### src/rtl/nand_dff_bank_ctrl.sv
// nand_dff_bank_ctrl: round-robin command sequencer driving a shared-control NAND DFF bank with readback check
module nand_dff_bank_ctrl #(
    parameter int WIDTH   = 8,
    parameter int SETUP   = 2,
    parameter int CK_HIGH = 2,
    parameter int HOLD    = 1,
    parameter int PULSE   = 2
) (
    input  logic             ck,
    input  logic             clr,
    input  logic             req_a_valid,
    input  logic [1:0]       req_a_op,
    input  logic [WIDTH-1:0] req_a_data,
    output logic             req_a_ready,
    input  logic             req_b_valid,
    input  logic [1:0]       req_b_op,
    input  logic [WIDTH-1:0] req_b_data,
    output logic             req_b_ready,
    output logic [WIDTH-1:0] ff_d,
    output logic             ff_ck,
    output logic             ff_pr,
    output logic             ff_clr,
    input  logic [WIDTH-1:0] q_in,
    output logic             busy,
    output logic             done,
    output logic             done_src,
    output logic             done_err
);
    localparam logic [2:0] S_IDLE  = 3'd0;
    localparam logic [2:0] S_SETUP = 3'd1;
    localparam logic [2:0] S_CKHI  = 3'd2;
    localparam logic [2:0] S_HOLD  = 3'd3;
    localparam logic [2:0] S_PULSE = 3'd4;
    localparam logic [2:0] S_RECOV = 3'd5;
    localparam logic [1:0] OP_WR   = 2'b00;
    localparam logic [1:0] OP_CLR  = 2'b01;
    localparam logic [1:0] OP_PRE  = 2'b10;

    logic [2:0]       state_q, state_d;
    logic [7:0]       cnt_q, cnt_d;
    logic [1:0]       op_q, op_d;
    logic             src_q, src_d;
    logic             last_b_q, last_b_d;
    logic             err_q, err_d;
    logic [WIDTH-1:0] ff_d_q, ff_d_d;
    logic             ff_ck_q, ff_ck_d;
    logic             ff_pr_q, ff_pr_d;
    logic             ff_clr_q, ff_clr_d;
    logic             busy_q, busy_d;
    logic             done_q, done_d;
    logic             done_src_q, done_src_d;
    logic             done_err_q, done_err_d;

    logic             idle, grant_a, grant_b, accept, last_cnt;
    logic [1:0]       acc_op;
    logic [WIDTH-1:0] acc_data, exp_q;

    // Ties go to whoever was not granted last; a lone requester always wins
    assign idle        = state_q == S_IDLE;
    assign grant_a     = req_a_valid && (!req_b_valid || last_b_q);
    assign grant_b     = req_b_valid && (!req_a_valid || !last_b_q);
    assign req_a_ready = idle && grant_a;
    assign req_b_ready = idle && grant_b;
    assign accept      = req_a_ready || req_b_ready;
    assign acc_op      = grant_a ? req_a_op : req_b_op;
    assign acc_data    = grant_a ? req_a_data : req_b_data;
    assign last_cnt    = cnt_q == 8'd0;
    // For writes the expected readback is the data still held on ff_d
    assign exp_q       = op_q == OP_CLR ? '0 : op_q == OP_PRE ? '1 : ff_d_q;

    always_comb begin
        state_d    = state_q;
        cnt_d      = cnt_q - 8'd1;
        op_d       = op_q;
        src_d      = src_q;
        last_b_d   = last_b_q;
        err_d      = err_q;
        ff_d_d     = ff_d_q;
        ff_ck_d    = ff_ck_q;
        ff_pr_d    = ff_pr_q;
        ff_clr_d   = ff_clr_q;
        done_d     = 1'b0;
        done_src_d = done_src_q;
        done_err_d = done_err_q;
        case (state_q)
            S_IDLE: if (accept) begin
                op_d     = acc_op;
                src_d    = grant_b;
                last_b_d = grant_b;
                case (acc_op)
                    OP_WR: begin
                        state_d = S_SETUP;
                        ff_d_d  = acc_data;
                        cnt_d   = 8'(SETUP - 1);
                    end
                    OP_CLR: begin
                        state_d  = S_PULSE;
                        ff_clr_d = 1'b0;
                        cnt_d    = 8'(PULSE - 1);
                    end
                    OP_PRE: begin
                        state_d = S_PULSE;
                        ff_pr_d = 1'b0;
                        cnt_d   = 8'(PULSE - 1);
                    end
                    default: begin
                        done_d     = 1'b1;
                        done_src_d = grant_b;
                        done_err_d = 1'b1;
                    end
                endcase
            end
            S_SETUP: if (last_cnt) begin
                state_d = S_CKHI;
                ff_ck_d = 1'b1;
                cnt_d   = 8'(CK_HIGH - 1);
            end
            S_CKHI: if (last_cnt) begin
                state_d = S_HOLD;
                ff_ck_d = 1'b0;
                cnt_d   = 8'(HOLD - 1);
            end
            S_HOLD: if (last_cnt) begin
                state_d    = S_IDLE;
                done_d     = 1'b1;
                done_src_d = src_q;
                done_err_d = q_in != exp_q;
            end
            S_PULSE: if (last_cnt) begin
                state_d  = S_RECOV;
                ff_pr_d  = 1'b1;
                ff_clr_d = 1'b1;
                err_d    = q_in != exp_q;
            end
            S_RECOV: begin
                state_d    = S_IDLE;
                done_d     = 1'b1;
                done_src_d = src_q;
                done_err_d = err_q;
            end
            default: state_d = S_IDLE;
        endcase
        busy_d = state_d != S_IDLE;
    end

    always_ff @(posedge ck or negedge clr) begin
        if (!clr) begin
            state_q    <= S_IDLE;
            cnt_q      <= 8'd0;
            op_q       <= OP_WR;
            src_q      <= 1'b0;
            last_b_q   <= 1'b1;
            err_q      <= 1'b0;
            ff_d_q     <= '0;
            ff_ck_q    <= 1'b0;
            ff_pr_q    <= 1'b1;
            ff_clr_q   <= 1'b1;
            busy_q     <= 1'b0;
            done_q     <= 1'b0;
            done_src_q <= 1'b0;
            done_err_q <= 1'b0;
        end else begin
            state_q    <= state_d;
            cnt_q      <= cnt_d;
            op_q       <= op_d;
            src_q      <= src_d;
            last_b_q   <= last_b_d;
            err_q      <= err_d;
            ff_d_q     <= ff_d_d;
            ff_ck_q    <= ff_ck_d;
            ff_pr_q    <= ff_pr_d;
            ff_clr_q   <= ff_clr_d;
            busy_q     <= busy_d;
            done_q     <= done_d;
            done_src_q <= done_src_d;
            done_err_q <= done_err_d;
        end
    end

    assign ff_d     = ff_d_q;
    assign ff_ck    = ff_ck_q;
    assign ff_pr    = ff_pr_q;
    assign ff_clr   = ff_clr_q;
    assign busy     = busy_q;
    assign done     = done_q;
    assign done_src = done_src_q;
    assign done_err = done_err_q;
endmodule

### config.mk
export PLATFORM = sky130hd
export DESIGN_NAME = nand_dff_bank_ctrl
export DESIGN_NICKNAME = d
export VERILOG_FILES = /design/src/rtl/nand_dff_bank_ctrl.sv
export SDC_FILE = /design/constraint.sdc
export NUM_CORES = 1
export LEC_CHECK = 0
export ABC_AREA = 1
export CAP_MARGIN = 40
export CORE_MARGIN = 2
export CORE_UTILIZATION = 53
export DETAILED_ROUTE_END_ITERATION = 16
export GPL_TIMING_DRIVEN = 0
export PLACE_DENSITY = 0.91
export SKIP_LAST_GASP = 1
export SYNTH_ARGS = -nofsm -noshare
export SYNTH_HDL_FRONTEND = slang
export SYNTH_SLANG_ARGS = --single-unit
### constraint.sdc
create_clock -name ck -period 5.7 [get_ports ck]
set_input_delay 1.14 -clock ck [delete_from_list [all_inputs] [get_ports ck]]
set_output_delay 1.14 -clock ck [all_outputs]
set_load 0.02 [all_outputs]
Word level (Yosys, flattened, before mapping). Index checks and enable logic that the tools add are counted. W data, S select, Z words.

Register bits: 31. Bits of input ports: 32. Output and inout port bits: 17. Word-level logic and storage cells: 96.

Add/sub/neg operators: 1. Equality and inequality tests: 18. Mux-type cells: 37. Reductions and logical operators: 26.

Operators by type and width (count): $mux W8 (7); $pmux W8 S3 (1); $mux W1 (15); $mux W3 (5); $pmux W3 S5 (1); $reduce_and A4 Y1 (3); $ne A2 B2 Y1 const B (5); $pmux W1 S3 (3); $logic_not A8 Y1 (1); $ne A8 B8 Y1 (1); $sub A8 B1 Y8 const B (1); $eq A3 B2 Y1 const B (2); $eq A3 B3 Y1 const B (2); $ne A2 B1 Y1 const B (3); $pmux W1 S2 (3); $pmux W3 S2 (1); $reduce_and A3 Y1 (2); $reduce_bool A3 Y1 (2); $eq A2 B1 Y1 const B (2); $eq A2 B2 Y1 const B (2); $logic_and A1 B1 Y1 (4); $reduce_and A2 Y1 (2); $reduce_bool A2 Y1 (2); $eq A3 B1 Y1 const B (1); other kinds (7) (11).

Depth between registers and ports, before layout. Gate-level depths: netlist (run 1).

Depth after elaboration: 10. Gate-level depth with buffers: 13. Mapped depth without buffers: 12.

Worst setup path after synthesis (run 1). No wires, ideal clock.

Path kind: input -> register. Start point: input port req_a_valid. End point: register cnt_q[1]. Library setup time: 0.130 ns. Arrival: 2.741 ns. Required time: 5.570 ns. Path slack: 2.829 ns. Stages on the path: 11. Path through: buf_2 > nand2_1 > clkbuf_1 > nand2_1 > o21ai_0 > inv_1 > ha_1 > nor2_4 > nor2_2 > a211oi_4 > nor2_1.

Longest elaborated chain between the ends: 7. Elaborated cells on any way between the ends: 15.

Ends and longest elaborated chain: from (decl) (line 11) `input logic req_a_valid,`; $logic_and A1 B1 Y1 (*) (line 60) `assign grant_a = req_a_valid && (!req_b_valid || last_b_q);`; $mux W2 (*) (line 65) `assign acc_op = grant_a ? req_a_op : req_b_op;`; net acc_op[0] (line 55) `logic [1:0] acc_op;`; $eq A2 B2 Y1 (tied with other cells) (line 90) `case (acc_op)`; $reduce_or A3 Y1 (no source line) (*); $mux W8 (*) (line 90); $mux W8 (*) (line 86) `S_IDLE: if (accept) begin`; $pmux W8 S3 (*) (line 85) `case (state_q)`; net cnt_d[1] (line 40) `logic [7:0] cnt_q, cnt_d;`; to (signal assigned) (line 164) `cnt_q <= cnt_d;`; to (decl) (line 40).

Mark *: on every way through the listed nets, which the timed path passes. The rest lies on a longest branch. A chain may end at the register's enable or synchronous reset.

Worst setup path after layout (run 1).
Start point: input port req_b_valid. End point: output port req_a_ready.

Longest elaborated chain between the ends: 4.

Ends and longest elaborated chain: from (decl) (line 15) `input logic req_b_valid,`; $logic_not A1 Y1 (line 60); $logic_or A1 B1 Y1 (line 60); $logic_and A1 B1 Y1 (line 60); $logic_and A1 B1 Y1 (line 62) `assign req_a_ready = idle && grant_a;`; to (decl) (line 14) `output logic req_a_ready,`.

No other way between the ends.

==> flow_summary.json, run 1 <==
{
  "grt_antenna_before_repair": 0,
  "critPathCaptureType": "output port",
  "numPortBuffers": 47,
  "routed_via_density": 4.90,
  "postCtsSetupBuffers": 0,
  "worst-path-max-fanout": 9,
  "rows": 22,
  "clock_sink_count": 31,
  "pin_count_of_the_biggest_net_entering_global_routing": 20,
  "min_from": "ff_pr",
  "post_cts_hold_buffer_count": 0,
  "power_density_nw_per_um2": 519,
  "power.share.switching": 0.438,
  "dp.final_hpwl_mm": 3.37,
  "combinationalPowerShare": 0.548,
  "run_status": "complete, no violations",
  "rr_worst_depth": 12,
  "intPower_w": 0.000770,
  "cap_violations": 0,
  "cts_tree": "built",
  "max_clock_freq_mhz": 259,
  "worst_flop_to_flop_path_startpoint": "last_b_q",
  "layout_cells_sized_above_1": 0.0923,
  "setup.worst_path.start_class": "primary input",
  "synth.net_count": 308,
  "multi_input_comb_area_um2": 997,
  "synth.yosys.seq_area_share": 0.397,
  "reg2reg_setup_slack_ps": 3160,
  "route.vias.total": 1826,
  "postSynthCellCount": 269,
  "avgRoutedWirePerCell_um": 11.7,
  "remaining_drc_errors": 0,
  "antenna_cells": 0,
  "relSlewSlack": 0.542,
  "tritoncts.num_buffers": 5,
  "drt_pre_antenna_iters": 4,
  "synth_cell_types": 29,
  "r2r_end": "cnt_q[4]",
  "yosys_warnings": 0,
  "chipWidth_um": 64.9,
  "hold_viol": 0,
  "clock_power_share": 0.164,
  "core_region_area_um2": 3610,
  "timing.hold.worst.class": "flip-flop to flip-flop",
  "net-switching-power_w": 0.000600,
  "ant_nets": 0,
  "cts-root-buf": "clkbuf_8",
  "synth.ff_latch_count": 31,
  "timing.critical_path.required_ps": 4560,
  "fillers": 269,
  "worst_pin_slew_ps": 685,
  "worst_hold_endpoint": "ff_pr",
  "register_area_um2": 779,
  "cts-root-to-sink-buffers": 2,
  "finalWorstPathRequiredPeriod_ps": 3860,
  "grt_pass1_vias": 1694,
  "htree_levels": 2,
  "timing.final.max_slew_violations": 0,
  "finalWirelength_mm": 4.38,
  "timing_worst_setup_path_type": "primary input to output port",
  "clkLatencyLatePin_ps": 280,
  "layout_worst_path_cycle_share": 0.677,
  "power.static_leakage_nw": 1.36,
  "worst_hold_slack_ps": 469,
  "peakVddDrop_v": 0.000273,
  "syn-cell-area_um2": 1960,
  "grt_usage": 0.232,
  "globalRouteOverflowTotal": 0,
  "final_nets": 363,
  "grt_setup_unrepaired": "no",
  "grt_first_pass_wirelength_mm": 7.48,
  "setup_total_negative_slack_ps": 0,
  "ios": 49,
  "finalClockSkew_ps": 7.03,
  "detailed_router_s_first_iteration_violation_count": 119,
  "floorplan.initialDensity": 0.544,
  "critPathArrivalTime_ps": 2720,
  "setup_violations": 0,
  "place.gp.congestion": 0.805,
  "area_growth_pct": 34.4,
  "die-height_um": 64.9,
  "die_area_um2": 4210,
  "synthesis.area_per_instance_um2": 7.30,
  "cts.reportedPaths.clkPinSlew_ps": 70,
  "timing.hold.worst_path_depth": 2,
  "seqPwrFrac": 0.288,
  "resized_cells_post_cts": 0
}
how the worst max path moves through the flow:
stage / to / cells after the start / from
floorplan: cnt_q[1] / 11 / req_a_valid
detailed placement: req_a_ready / 5 / req_b_valid
finish: req_a_ready / 5 / req_b_valid
global route: req_a_ready / 5 / req_b_valid
global placement: req_a_ready / 5 / req_b_valid
CTS: req_a_ready / 5 / req_b_valid
layout make-up:
cell class / count / area share
repair buffers: 48 / 0.189
multi-input cells: 190 / 0.378
inverters: 44 / 0.0626
clock buffers: 6 / 0.0313
plain buffers: 4 / 0.00806
flip-flops and latches: 31 / 0.295
clock inverters: 2 / 0.0133
well taps: 48 / 0.0228
registers in the layout, summed over array words and instances (netlist names):
register  flops
err_q         1
done_err      1
busy          1
cnt_q         8
state_q       3
ff_ck         1
done_src      1
last_b_q      1
ff_pr         1
src_q         1
ff_d          8
op_q          2
done          1
ff_clr        1
power by group through the flow:
| stage | Combinational, W | Sequential, W | Clock, W |
|---|---|---|---|
| floorplan | 0.000461 | 0.000442 | 0 |
| global placement | 0.000715 | 0.000392 | 0 |
| detailed placement | 0.000748 | 0.000395 | 0 |
| CTS | 0.000757 | 0.000393 | 0.000225 |
| global route | 0.000852 | 0.000406 | 0.000235 |
| finish | 0.000751 | 0.000394 | 0.000224 |
critical path, stage by stage:
cell and delay, ps:
clkdlybuf4s50_1 430, nand2_2 170, nand2_1 130, nor2_2 200
clkdlybuf4s50_1 650
synth_stat cells:
master,number,share of area
nor3_1,2,0.0051
dfstp_2,3,0.040
o21bai_1,1,0.0038
a22oi_2,1,0.0064
buf_2,2,0.0051
dfrtp_1,28,0.36
a31oi_1,9,0.029
a211oi_4,1,0.010
buf_4,1,0.0038
nand2_1,80,0.15
o21ai_0,15,0.038
a21oi_1,2,0.0051
nand2_2,2,0.0064
nand2_4,2,0.011
nor2_4,3,0.017
nor2_1,27,0.052
inv_1,44,0.084
xor2_1,3,0.013
nor4_1,1,0.0032
ha_1,7,0.045
clkbuf_1,1,0.0019
nand3_1,20,0.051
nor3b_1,1,0.0038
nand3b_1,1,0.0038
nor2_8,1,0.010
or2_2,2,0.0064
xnor2_1,3,0.013
o211ai_1,3,0.011
nor2_2,3,0.0096
metrics by stage:
stage | area, µm² | total power (W) | setup slack, ps | cells | util
after global placement | 2490 | 0.00111 | 1850 | 364 | 0.692
after detailed placement | 2520 | 0.00114 | 1840 | 365 | 0.699
after floorplan | 1960 | 0.000903 | 2830 | 269 | -
after global routing | 2640 | 0.00149 | 1780 | 373 | 0.732
after CTS | 2640 | 0.00138 | 1830 | 373 | 0.732
final | 2640 | 0.00137 | 1840 | 373 | 0.732
per-layer routing:
layer,GRT usage,share of wire
met2,0.390,0.50
met1,0.293,0.43
met4,0.0824,0.014
met3,0.0503,0.053
met5,0,0
cells in the final DEF (no fill, tap or decap), types with 2 or more instances in the layout:
cell type	count
buf_2	2
inv_1	44
nand2_2	2
nor2_4	3
a21oi_1	2
a31oi_1	9
ha_1	7
nor2_1	27
or2_2	2
dfrtp_1	28
nand2_4	2
nand3_1	20
nor3_1	2
o211ai_1	3
clkdlybuf4s50_1	47
clkbuf_8	6
xor2_1	3
o21ai_0	15
dfstp_2	3
xnor2_1	3
nand2_1	80
nor2_2	3
cells by family (layout without fill, tap and decap cells):
kind of cell	after synthesis	count (layout)	synth area share
simple gates	145	145	0.333
buf+inv	48	104	0.0950
compound gates	32	32	0.104
flops	31	31	0.397
fa+ha+maj	7	7	0.0446
xor+xnor	6	6	0.0268
(Power assumes the default switching activity.)
==> run 2: changes to the inputs <==
--- a/config.mk
+++ b/config.mk
@@ -8,10 +8,10 @@
 export ABC_AREA = 1
 export CAP_MARGIN = 40
 export CORE_MARGIN = 2
-export CORE_UTILIZATION = 53
+export CORE_UTILIZATION = 44
 export DETAILED_ROUTE_END_ITERATION = 16
 export GPL_TIMING_DRIVEN = 0
-export PLACE_DENSITY = 0.91
+export PLACE_DENSITY = 0.82
 export SKIP_LAST_GASP = 1
 export SYNTH_ARGS = -nofsm -noshare
 export SYNTH_HDL_FRONTEND = slang
==> constraint.sdc (replaced) <==
create_clock -name ck -period 3.4 [get_ports ck]
set_input_delay 0.68 -clock ck [delete_from_list [all_inputs] [get_ports ck]]
set_output_delay 0.68 -clock ck [all_outputs]
set_load 0.02 [all_outputs]
==> run 2 against run 1 <==
Compared with the run above:
- clock power increased by 24%
- combinational power increased by 64%
- final cell count increased by 1.1%
- core utilization decreased by 13 points
- non-clock buffer count unchanged
- sequential share of layout area increased by 0.50 points
- first-iteration DRC count decreased by 14%
- die area increased by 19%
- final area decreased by 1.7%
- clock skew increased by 2.5 ps
- register-to-register slack got worse by 2300 ps
==> flow_summary.json, run 2 (same netlist as run 1, synthesis figures left out) <==
{
  "critical-path-top-delay-family": "buffers and inverters",
  "area_growth_pct": 32.2,
  "tritoncts.num_buffers": 5,
  "register_area_um2": 779,
  "relSlewSlack": 0.583,
  "drt_pre_antenna_iters": 4,
  "timing_worst_setup_path_type": "primary input to flip-flop",
  "min_from": "ff_clr",
  "timing.final.max_slew_violations": 0,
  "cts-root-buf": "clkbuf_8",
  "postCtsSetupBuffers": 0,
  "timing.hold.worst.class": "flip-flop to flip-flop",
  "clkLatencyLatePin_ps": 290,
  "rows": 24,
  "final_cells": 377,
  "reg2reg_setup_slack_ps": 880,
  "grt_pass1_vias": 1678,
  "globalRouteOverflowTotal": 0,
  "critPathCaptureType": "flip-flop",
  "run_status": "complete, no violations",
  "cap_violations": 0,
  "finalWirelength_mm": 4.08,
  "path_common_cell": "nand2_1",
  "most-common-layout-cells": "80 x nand2_1, 47 x clkdlybuf4s50_1, 44 x inv_1",
  "peakVddDrop_v": 0.000350,
  "critical_path_buf_inv_count": 3,
  "place.gp.congestion": 0.822,
  "layout_commonest_cell": "nand2_1",
  "routed_via_density": 4.71,
  "delay_of_the_slowest_cell_on_the_worst_path_ps": 500,
  "finalWorstPathRequiredPeriod_ps": 3000,
  "antenna_cells": 0,
  "worst_hold_endpoint": "ff_clr",
  "final_nets": 363,
  "finalClockSkew_ps": 9.57,
  "worst_flop_to_flop_path_startpoint": "last_b_q",
  "hold_viol": 0,
  "crit_chain": "clkdlybuf4s50_1, nand2_2, nand2_1, clkbuf_1, nand2_1, o21ai_0, inv_1, ha_1, nor2_4, nor2_2, a211oi_4, nor2_1",
  "timing.hold.worst_path_depth": 2,
  "resized_cells_post_cts": 0,
  "route.vias.total": 1776,
  "floorplan.initialDensity": 0.454,
  "worst-path-max-fanout": 10,
  "critical-path-slowest-cell": "clkdlybuf4s50_1",
  "r2r_end": "cnt_q[7]",
  "ant_nets": 0,
  "detailed_router_s_first_iteration_violation_count": 102,
  "ios": 49,
  "clock_sink_count": 31,
  "finish.instance_area_um2": 2590,
  "numPortBuffers": 47,
  "fillers": 407,
  "setup_violations": 0,
  "power_density_nw_per_um2": 834,
  "setup_total_negative_slack_ps": 0,
  "core_region_area_um2": 4320,
  "pin_count_of_the_biggest_net_entering_global_routing": 20,
  "die-height_um": 70.8,
  "rr_worst_depth": 12,
  "place.detailed.instances": 369,
  "dp.final_hpwl_mm": 3.27,
  "power.static_leakage_nw": 1.33,
  "cts.reportedPaths.clkPinSlew_ps": 70,
  "grt_antenna_before_repair": 0,
  "cts-root-to-sink-buffers": 2,
  "timing.critical_path.required_ps": 3550,
  "avgRoutedWirePerCell_um": 10.8,
  "layout_worst_path_cycle_share": 0.881,
  "setup.worst_path.start_class": "primary input",
  "critPathArrivalTime_ps": 3150,
  "cts_tree": "built",
  "layout_cells_sized_above_1": 0.0862,
  "post_cts_hold_buffer_count": 0,
  "placed_area_um2": 2510,
  "chipWidth_um": 70.8,
  "grt_setup_unrepaired": "no",
  "max_clock_freq_mhz": 334,
  "remaining_drc_errors": 0,
  "worst_pin_slew_ps": 623,
  "die_area_um2": 5010,
  "grt_first_pass_wirelength_mm": 7.09,
  "grt_usage": 0.176,
  "multi_input_comb_area_um2": 997,
  "htree_levels": 2
}
run 2: area by class of cell:
cell class / count / share of cell area
inverter: 44 / 0.0636
tap: 52 / 0.0251
clock buffer: 7 / 0.0294
timing repair buffer: 48 / 0.187
clock inverter: 1 / 0.00193
buffer: 4 / 0.00820
multi-input combinational: 190 / 0.384
sequential: 31 / 0.300
run 2: stage by stage:
step | utilization | power [W] | worst slack, ps | hold slack, ps
after detailed placement | 0.581 | 0.00190 | 88.1 | 455
after global placement | 0.578 | 0.00186 | 194 | 452
final | 0.600 | 0.00216 | 405 | 463
after floorplan | - | 0.00151 | 989 | 384
after global routing | 0.600 | 0.00237 | 219 | 492
after CTS | 0.600 | 0.00218 | 400 | 466
run 2: worst max path at each step:
stage	end	slack, ps	from	cells past startpoint
after floorplan	cnt_q[1]	990	req_a_valid	11
after global placement	cnt_q[6]	190	req_b_valid	12
after detailed placement	cnt_q[7]	90	req_b_valid	12
after CTS	cnt_q[7]	400	req_b_valid	12
after global routing	cnt_q[7]	220	req_b_valid	12
final	cnt_q[7]	400	req_b_valid	12
run 2: worst reg2reg max path, cell delays in order (launching register included):
cell	delay (ps)
dfstp_2	370
inv_1	70
nand2_2	130
nand2_1	150
clkbuf_1	360
nand2_1	90
o21ai_0	230
inv_1	170
ha_1	260
nor2_4	130
nor2_2	50
a211oi_4	300
nor2_1	80
run 2: layer usage:
metal,global-route usage,routed length [µm],vias up
li1,-,-,951
met1,0.234,1930,780
met2,0.273,1870,39
met3,0.0527,217,6
met4,0.0671,56,0
met5,0,0,-
run 2: report_power, final:
part,internal (W),switching (W)
Combinational,0.000511,0.000718
Clock,0.000143,0.000133
Sequential,0.000541,0.000117
Total,0.00120,0.000968
